==> config.mk <==
export PLATFORM = sky130hd
export DESIGN_NAME = brick_hit_arbiter
export DESIGN_NICKNAME = d
export VERILOG_FILES = /design/src/rtl/breakout_pkg.sv /design/src/rtl/hit_popcount.sv /design/src/rtl/brick_hit_arbiter.sv
export SDC_FILE = /design/constraint.sdc
export NUM_CORES = 1
export LEC_CHECK = 0
export ABC_AREA = 1
export CAP_MARGIN = 0
export CORE_UTILIZATION = 34
export DETAILED_ROUTE_END_ITERATION = 12
export GPL_TIMING_DRIVEN = 0
export MAX_ROUTING_LAYER = met4
export SETUP_SLACK_MARGIN = 0.02
export SYNTH_ARGS = -nofsm -noshare
export SYNTH_HDL_FRONTEND = slang
export SYNTH_SLANG_ARGS = --single-unit
==> constraint.sdc <==
create_clock -name i_clk -period 14.5 [get_ports i_clk]
set_input_delay 2.175 -clock i_clk [delete_from_list [all_inputs] [get_ports i_clk]]
set_output_delay 2.175 -clock i_clk [all_outputs]
set_load 0.01 [all_outputs]
==> src/rtl/breakout_pkg.sv <==
// Shared constants and types for the breakout brick-hit arbiter.
package breakout_pkg;

  localparam logic [1:0] HIT_NONE   = 2'b00;
  localparam logic [1:0] HIT_V      = 2'b01;
  localparam logic [1:0] HIT_H      = 2'b10;
  localparam logic [1:0] HIT_CORNER = 2'b11;

  localparam int unsigned          SCORE_W   = 9;
  localparam logic [SCORE_W-1:0]   SCORE_MAX = 9'd511;

  typedef enum logic [1:0] {
    IDLE,
    ACK,
    REPORT
  } state_e;

endpackage

==> src/rtl/hit_popcount.sv <==
// Combinational population count of a masked brick vector.
module hit_popcount #(
  parameter int unsigned N_BLOCKS = 8
) (
  input  logic [N_BLOCKS-1:0]              i_vec,
  input  logic [N_BLOCKS-1:0]              i_mask,
  output logic [$clog2(N_BLOCKS + 1)-1:0]  o_count
);

  localparam int unsigned CNT_W = $clog2(N_BLOCKS + 1);

  always_comb begin
    o_count = '0;
    for (int k = 0; k < N_BLOCKS; k++) begin
      o_count = o_count + CNT_W'(i_vec[k] & i_mask[k]);
    end
  end

endmodule

==> src/rtl/brick_hit_arbiter.sv <==
// Collects brick hit codes, acknowledges them, and turns them into flip pulses,
// score and brick-count updates.
module brick_hit_arbiter
  import breakout_pkg::*;
#(
  parameter int unsigned  N_BLOCKS      = 8,
  parameter int unsigned  PTS_PER_BLOCK = 1,
  localparam int unsigned CNT_W         = $clog2(N_BLOCKS + 1)
) (
  input  logic                   i_clk,
  input  logic                   i_rst_n,
  input  logic                   i_start,
  input  logic [2*N_BLOCKS-1:0]  i_hit_vec,
  output logic                   o_col_detected,
  output logic                   o_flip_x,
  output logic                   o_flip_y,
  output logic [SCORE_W-1:0]     o_score,
  output logic [CNT_W-1:0]       o_bricks_left,
  output logic                   o_endgame
);

  state_e               r_state, w_state_d;
  logic [N_BLOCKS-1:0]  r_mask, w_mask_d;
  logic [1:0]           r_code, w_code_d;
  logic [CNT_W-1:0]     r_count, w_count_d;
  logic                 r_col, w_col_d;
  logic                 r_flip_x, w_flip_x_d;
  logic                 r_flip_y, w_flip_y_d;
  logic [SCORE_W-1:0]   r_score, w_score_d;
  logic [CNT_W-1:0]     r_left, w_left_d;
  logic                 r_end, w_end_d;

  logic [N_BLOCKS-1:0]  w_nz;
  logic [1:0]           w_code_or;
  logic [1:0]           w_delta_or;
  logic [CNT_W-1:0]     w_snap_cnt;
  logic [CNT_W-1:0]     w_delta_cnt;
  logic [CNT_W:0]       w_total;
  logic [1:0]           w_code_fin;
  logic [31:0]          w_score_sum;

  always_comb begin
    w_nz       = '0;
    w_code_or  = HIT_NONE;
    w_delta_or = HIT_NONE;
    for (int k = 0; k < N_BLOCKS; k++) begin
      w_nz[k]   = (i_hit_vec[2*k +: 2] != HIT_NONE);
      w_code_or = w_code_or | i_hit_vec[2*k +: 2];
      if (!r_mask[k]) begin
        w_delta_or = w_delta_or | i_hit_vec[2*k +: 2];
      end
    end
  end

  hit_popcount #(
    .N_BLOCKS (N_BLOCKS)
  ) u_pop_snap (
    .i_vec   (w_nz),
    .i_mask  ({N_BLOCKS{1'b1}}),
    .o_count (w_snap_cnt)
  );

  // Bricks that latched a hit during the acknowledge window, not yet counted.
  hit_popcount #(
    .N_BLOCKS (N_BLOCKS)
  ) u_pop_delta (
    .i_vec   (w_nz),
    .i_mask  (~r_mask),
    .o_count (w_delta_cnt)
  );

  assign w_total     = {1'b0, r_count} + {1'b0, w_delta_cnt};
  assign w_code_fin  = r_code | w_delta_or;
  assign w_score_sum = 32'(r_score) + 32'(w_total) * PTS_PER_BLOCK;

  always_comb begin
    w_state_d  = r_state;
    w_mask_d   = r_mask;
    w_code_d   = r_code;
    w_count_d  = r_count;
    w_col_d    = 1'b0;
    w_flip_x_d = 1'b0;
    w_flip_y_d = 1'b0;
    w_score_d  = r_score;
    w_left_d   = r_left;
    w_end_d    = r_end;
    unique case (r_state)
      IDLE: begin
        if (|w_nz) begin
          w_mask_d  = w_nz;
          w_code_d  = w_code_or;
          w_count_d = w_snap_cnt;
          w_col_d   = 1'b1;
          w_state_d = ACK;
        end
      end
      ACK: begin
        w_code_d   = w_code_fin;
        w_flip_x_d = w_code_fin[1];
        w_flip_y_d = w_code_fin[0];
        w_state_d  = REPORT;
        if (!r_end) begin
          w_score_d = (w_score_sum > 32'(SCORE_MAX)) ? SCORE_MAX : w_score_sum[SCORE_W-1:0];
          if (w_total >= {1'b0, r_left}) begin
            w_left_d = '0;
            w_end_d  = 1'b1;
          end else begin
            w_left_d = r_left - w_total[CNT_W-1:0];
          end
        end
      end
      REPORT: begin
        w_mask_d  = '0;
        w_code_d  = HIT_NONE;
        w_count_d = '0;
        w_state_d = IDLE;
      end
      default: w_state_d = IDLE;
    endcase
  end

  always_ff @(posedge i_clk) begin
    if (!i_rst_n || i_start) begin
      r_state  <= IDLE;
      r_mask   <= '0;
      r_code   <= HIT_NONE;
      r_count  <= '0;
      r_col    <= 1'b0;
      r_flip_x <= 1'b0;
      r_flip_y <= 1'b0;
      r_score  <= '0;
      r_left   <= CNT_W'(N_BLOCKS);
      r_end    <= 1'b0;
    end else begin
      r_state  <= w_state_d;
      r_mask   <= w_mask_d;
      r_code   <= w_code_d;
      r_count  <= w_count_d;
      r_col    <= w_col_d;
      r_flip_x <= w_flip_x_d;
      r_flip_y <= w_flip_y_d;
      r_score  <= w_score_d;
      r_left   <= w_left_d;
      r_end    <= w_end_d;
    end
  end

  assign o_col_detected = r_col;
  assign o_flip_x       = r_flip_x;
  assign o_flip_y       = r_flip_y;
  assign o_score        = r_score;
  assign o_bricks_left  = r_left;
  assign o_endgame      = r_end;

endmodule

* Word level (Yosys, flattened, before mapping)
Cells that the tools add are included.
** Cells by class
- Bitwise logic cells :: 27
- Add/sub/neg operators :: 17
- $lt $le $gt $ge :: 2
- Reduce and logical (&&, ||, !) cells :: 19
- Muxes and demuxes :: 21
- Equal/unequal tests :: 3
** Operators by type and width (number)
- 2-bit OR :: 15
- 4-bit adder :: 7
- 4-bit by 1-bit adder with 4-bit output :: 6
- 2-bit two-way mux :: 10
- 2-bit nonzero test :: 9
- 8-bit case mux with 2 select lines :: 1
- 9-bit by 5-bit adder with 10-bit output :: 1
- 10-bit by 9-bit greater-than comparator with 1-bit output (second input constant) :: 1
- 9-bit two-way mux :: 1
- 1-bit bitwise AND :: 8
- 4-bit two-way mux :: 2
- 8-bit two-way mux :: 1
- 8-bit inverter :: 1
- 4-bit case mux with 2 select lines :: 1
- 8-bit OR reduction :: 1
- 2-bit case mux with 3 select lines :: 1
- 2-bit AND reduction :: 3
- 4-bit by 4-bit adder with 5-bit output :: 1
- 5-bit by 4-bit >= comparator with 1-bit output :: 1
- 2-bit case mux with 2 select lines :: 1
- 2-bit OR reduction :: 2
- 4-bit subtractor :: 1
- 1-bit two-way mux :: 3
- 1-bit inverter :: 3
- other kinds (8) :: 8
** Word-level totals
- Bits of input ports :: 19
- Bits in registers :: 33
- Word-level logic and storage cells :: 99
- Output and inout bits :: 17

* Longest topological paths before layout
- Depth in word-level cells :: 17
- Mapped depth :: 26
- Gate-level depth less buffers :: 26

* By module
From an unflattened synthesis, not the netlist that was laid out.
** Second synthesis, totals
- Cells, all modules :: 396
- Area total of the unflattened synthesis :: 2672.6 sq um
** Modules (own cells, without submodules)
- brick_hit_arbiter :: seq. area each 660.6 sq um, area each 2247.2 sq um, times used 1, cells each 332
- hit_popcount :: seq. area each 0.0 sq um, area each 212.7 sq um, times used 2, cells each 32

* Least setup slack after synthesis
OpenSTA, ideal clock, no wires.
- Kind :: input to register
- From :: input i_hit_vec[11]
- To :: register r_end, in the netlist o_endgame
- Path buffers :: 0
- Required time :: 14384 ps
- Data arrival time :: 6358 ps
- Setup time :: 116 ps
- Setup slack :: 8026 ps
- Stages :: 17
- Path through :: nor2_4 -> nor2_1 -> fa_1 -> inv_1 -> fa_1 -> fa_1 -> inv_1 -> ha_1 -> inv_1 -> fa_1 -> fa_1 -> xnor2_1 -> ha_1 -> a21o_1 -> o21ai_0 -> and2_1 -> o21ai_1
** On the way
- Word-level cells in the longest chain between the ends :: 9
** RTL lines
- start, declared :: line brick_hit_arbiter.sv:13 : input logic [2*N_BLOCKS-1:0] i_hit_vec,
- 2-bit nonzero test :: line brick_hit_arbiter.sv:47 : w_nz[k] = (i_hit_vec[2*k +: 2] != HIT_NONE);
- 1-bit bitwise AND :: line hit_popcount.sv:15 : o_count = o_count + CNT_W'(i_vec[k] & i_mask[k]);
- 4-bit adder (3 in series) :: line hit_popcount.sv:15
- 4-bit by 4-bit adder with 5-bit output :: line brick_hit_arbiter.sv:72 : assign w_total = {1'b0, r_count} + {1'b0, w_delta_cnt};
- 5-bit by 4-bit >= comparator with 1-bit output :: line brick_hit_arbiter.sv:104 : if (w_total >= {1'b0, r_left}) begin
- 1-bit two-way mux :: line brick_hit_arbiter.sv:104
- 1-bit two-way mux :: line brick_hit_arbiter.sv:102 : if (!r_end) begin
- end signal, assigned :: line brick_hit_arbiter.sv:144 : r_end <= w_end_d;
- end, declared :: line brick_hit_arbiter.sv:31 : logic r_end, w_end_d;
Every way passes these cells.
A chain may end at the register's enable or synchronous reset.

* Worst setup path after layout
Ends and elaborated chain as after synthesis.

==> results by stage <==
Placed design:
- The congestion estimate from routability-driven global placement came to 0.908.
- Summed over all nets, the half-perimeter wirelength after detailed placement is 5240 um.
- The total cell area at the placement stage is 3220 um^2.
- The number of buffers added on ports is 35.

Pwr:
- The cell internal power dissipation is 0.000229 W.
- The worst-case IR drop observed on VDD is 0.0462 mV.
- Summed over all nets, the switching power comes to 0.000165 W.
- The power density over the cells is 119 nW/um^2.
- Per report_power, the combinational group accounts for 56.4% of the total.
- The static leakage power is 1.62 nW.
- The share of total power dissipated in the clock network is 18.5%.
- Per report_power, the sequential group accounts for 25.1% of the total.
- The switching power share of the total is 41.8%.

Timing:
- Setup violations remaining at the end of the flow were counted as 0.
- The smallest hold slack is 474 ps.
- The maximum clock frequency is 138 MHz.
- The hold violation count in the final report is 0.
- The minimum clock period after layout is 7260 ps.
- For the final routed database, the setup TNS stands at 0 ps.
- Between clock sinks in the finished design, the worst skew comes to 3.29 ps.
- The total count of max-transition violations in the final report came to 0.
- Setup repair after global routing left no endpoint under its margin.
- The worst max-slew margin expressed relative to the limit is 58.5%.
- For the pin with the worst max-slew slack, the measured transition is 623 ps.
- The portion of the clock cycle consumed by the worst path in the final layout is 50.1%.

Worst setup path:
- The reg2reg setup slack is 9460 ps.
- The worst setup path is of the input port to flop kind.
- The kind of launch point of the worst setup path is an input port.
- The startpoint of the worst-slack reg-to-reg timing path is r_mask[6].
- The critical register-to-register path endpoint is o_endgame.
- The type of destination of the critical path is a flop.
- Measured in cells, the most critical reg-to-reg path has a length of 18.
- Along the worst path, the maximum fanout reaches 5.
- The required time at the endpoint of the critical path is 14690 ps.
- Data arrives at the worst endpoint at 7450 ps.

Cells and area:
- The library cell used most frequently in the layout, excluding fill and tap cells, is sky130_fd_sc_hd__nand2_1.
- The repair_antennas step left the layout with diodes totalling 0.
- Compared with the post-synthesis result, the final layout area differs by 20.5%.
- The utilization of the core after routing is 42.6%.
- Of the cells placed in the final design, the portion with a size suffix greater than 1 is 5.42%.
- The layout has 825 filler cells.
- With fillers left out, the area of the finished cells amounts to 3310 um^2.
- Leaving out fill and tap cells, the most frequent cells in the layout are sky130_fd_sc_hd__nand2_1, sky130_fd_sc_hd__inv_1, sky130_fd_sc_hd__nor2_1.
- At the end of the flow, the number of nets in the layout was 501.

Route:
- After detailed routing, the number of vias per cell comes to 4.68.
- The average routed wire per standard cell is 12.0 um.
- Once detail routing completed, the nets flagged for antenna violations numbered 0.
- For this run, design rule violations remaining after detail routing come to 0.
- The routed via count is 2549.
- The number of iterations in the first detailed-routing pass is 5.
- Wires add up to 6550 um.
- For this block, the initial DRC count from the detailed router was 78.

Clock network:
- The number of levels the H-tree was split into is 2.
- The number of buffers inserted by post-CTS setup repair is 0.
- The clock-pin slew on the worst setup and hold paths is 70 ps.
- In this run, CTS created clock tree buffers numbering 5.
- The tree is rooted in a sky130_fd_sc_hd__clkbuf_8.
- TritonCTS built the clock tree.
- No sink is reached through more buffers than the 2 on the longest clock path.
- Hold repair after CTS inserted 0 buffers.
- The clock reaches the later pin of the worst-skew pair after 290 ps.
- The sink count of the clock tree is 33.
- The number of gates given a new drive strength after cts is 0.

Min path:
- The worst hold-check path type is flop to flop.
- The count of cells along the worst hold path is 2.
- The capture endpoint of the worst hold path is r_mask[2].
- The beginning of the worst hold path is r_mask[2].

GRT:
- The first global-routing pass estimated 11100 um of wire.
- The number of global-route vias before repair is 2492.
- The overall overflow remaining after global route is 0.
- The total routing resource utilization after global routing is 17.2%.
- The initial antenna violation count is 0.
- The maximum number of pins on one net before global-route repair is 11.

Synth:
- The sequential cell area fraction in the yosys report is 24.1%.
- In the synthesized netlist, the number of instances is 401.
- The mean area per synthesized cell is 6.85 um^2.
- The cell area that synthesis handed to floorplanning was 2750 um^2.
- The count of distinct cell types in the synthesized netlist is 31.
- The net count after synthesis is 459.
- The total number of yosys warnings is 0.
- The number of register bits inferred by synthesis is 33.

Die:
- The starting density of the core is 35.4%.
- The die span in x is 91.9 um.
- The number of placement rows is 32.
- Measured along the y axis, the die boundary spans 91.9 um.
- The I/O pin count is 36.
- The core region is 7770 um^2.
- The die area is 8440 um^2.

Status:
- The run finished with clean final reports.

Flow run:
- Max-cap violations in this run came to 0.
==> power by group through the flow <==
stage | logic (W) | clock network [W] | registers, W
CTS | 0.000225 | 0.0000751 | 0.0000990
global route | 0.000254 | 0.0000787 | 0.0000996
global placement | 0.000218 | 0 | 0.000101
floorplan | 0.000170 | 0 | 0.000101
finish | 0.000222 | 0.0000728 | 0.0000990
detailed placement | 0.000223 | 0 | 0.000101
==> state kept, by name (all words and copies together), names as in the netlist <==
register	flops
r_count	4
o_score	9
o_bricks_left	4
o_endgame	1
o_flip_x	1
r_mask	8
o_col_detected	1
r_state	2
o_flip_y	1
r_code	2
==> worst max-delay path by stage <==
stage	start	to	slack [ps]	cells after the start
2_1_floorplan	i_hit_vec[11]	o_endgame	8030	17
3_3_place_gp	i_hit_vec[11]	o_endgame	6940	18
3_5_place_dp	i_hit_vec[11]	o_endgame	6920	18
4_1_cts	i_hit_vec[11]	o_endgame	7230	18
5_1_grt	i_hit_vec[11]	o_score[2]	7010	22
6_report	i_hit_vec[11]	o_endgame	7240	18
==> per-layer routing <==
layer	GRT usage, %	wire (um)	share of wire, %	vias to the layer above
met5	-	0	0	-
met4	6.64	75	1.1	0
met3	2.49	204	3.1	7
met2	29.0	3050	47	52
met1	20.7	3220	49	1152
li1	-	-	-	1338
==> cells in the mapped netlist <==
master | n | area share, %
sky130_fd_sc_hd__o21ai_0 | 11 | 2.0
sky130_fd_sc_hd__xnor2_1 | 6 | 1.9
sky130_fd_sc_hd__nand3_2 | 3 | 1.1
sky130_fd_sc_hd__buf_2 | 1 | 0.18
sky130_fd_sc_hd__a21oi_1 | 16 | 2.9
sky130_fd_sc_hd__clkbuf_1 | 3 | 0.41
sky130_fd_sc_hd__nor2_2 | 5 | 1.1
sky130_fd_sc_hd__o21ai_1 | 3 | 0.55
sky130_fd_sc_hd__nand3b_1 | 5 | 1.4
sky130_fd_sc_hd__xor2_1 | 2 | 0.64
sky130_fd_sc_hd__nand3_1 | 30 | 5.5
sky130_fd_sc_hd__nor2_1 | 50 | 6.8
sky130_fd_sc_hd__o211ai_1 | 7 | 1.9
sky130_fd_sc_hd__clkbuf_4 | 1 | 0.27
sky130_fd_sc_hd__buf_6 | 1 | 0.41
sky130_fd_sc_hd__and2_1 | 1 | 0.23
sky130_fd_sc_hd__a31oi_1 | 2 | 0.46
sky130_fd_sc_hd__nand2_4 | 2 | 0.82
sky130_fd_sc_hd__inv_1 | 68 | 9.3
sky130_fd_sc_hd__clkinv_1 | 1 | 0.14
sky130_fd_sc_hd__nor3b_1 | 1 | 0.27
sky130_fd_sc_hd__nand2_1 | 102 | 14
sky130_fd_sc_hd__nor2_4 | 2 | 0.82
sky130_fd_sc_hd__nand4_1 | 2 | 0.46
sky130_fd_sc_hd__or2_4 | 1 | 0.32
sky130_fd_sc_hd__a21o_1 | 1 | 0.27
sky130_fd_sc_hd__a21oi_2 | 1 | 0.32
sky130_fd_sc_hd__ha_1 | 28 | 13
sky130_fd_sc_hd__buf_12 | 1 | 0.73
sky130_fd_sc_hd__dfxtp_1 | 33 | 24
sky130_fd_sc_hd__fa_1 | 11 | 8.0
==> cell families (layout without fill, tap and decap cells) <==
group | count (synthesis) | after routing | share of synthesized area (%)
simple gates | 204 | 204 | 32.8
buf+inv | 76 | 118 | 11.4
compound gates | 41 | 41 | 8.43
fa+ha+maj | 39 | 39 | 20.8
flops | 33 | 33 | 24.1
xor+xnor | 8 | 8 | 2.55
==> through the flow <==
stage                     setup slack, ps  total power (W)  std cells
after global routing                 7010         0.000432        545
after global placement               6940         0.000319        538
final                                7240         0.000394        545
after CTS                            7230         0.000399        545
after floorplan                      8030         0.000271        401
after detailed placement             6920         0.000325        538
==> final cells by class <==
class / instances / area, um^2 / area share, %
inverters: 69 / 259 / 7.82
clock buffers: 7 / 86.3 / 2.61
plain buffers: 7 / 55.1 / 1.66
repair buffers: 35 / 350 / 10.6
well taps: 102 / 128 / 3.85
multi-input cells: 292 / 1770 / 53.5
flip-flops and latches: 33 / 661 / 20.0
==> worst max-delay path, stage by stage <==
cell	delay [ps]
sky130_fd_sc_hd__clkdlybuf4s50_1	490
sky130_fd_sc_hd__nor2_4	240
sky130_fd_sc_hd__nor2_1	90
sky130_fd_sc_hd__fa_1	570
sky130_fd_sc_hd__inv_1	70
sky130_fd_sc_hd__fa_1	500
sky130_fd_sc_hd__fa_1	540
sky130_fd_sc_hd__inv_1	40
sky130_fd_sc_hd__ha_1	200
sky130_fd_sc_hd__inv_1	70
sky130_fd_sc_hd__fa_1	450
sky130_fd_sc_hd__fa_1	450
sky130_fd_sc_hd__xnor2_1	340
sky130_fd_sc_hd__ha_1	350
sky130_fd_sc_hd__a21o_1	170
sky130_fd_sc_hd__o21ai_0	390
sky130_fd_sc_hd__and2_1	250
sky130_fd_sc_hd__o21ai_1	60
No activity file was read; power rests on OpenSTA's default activity.
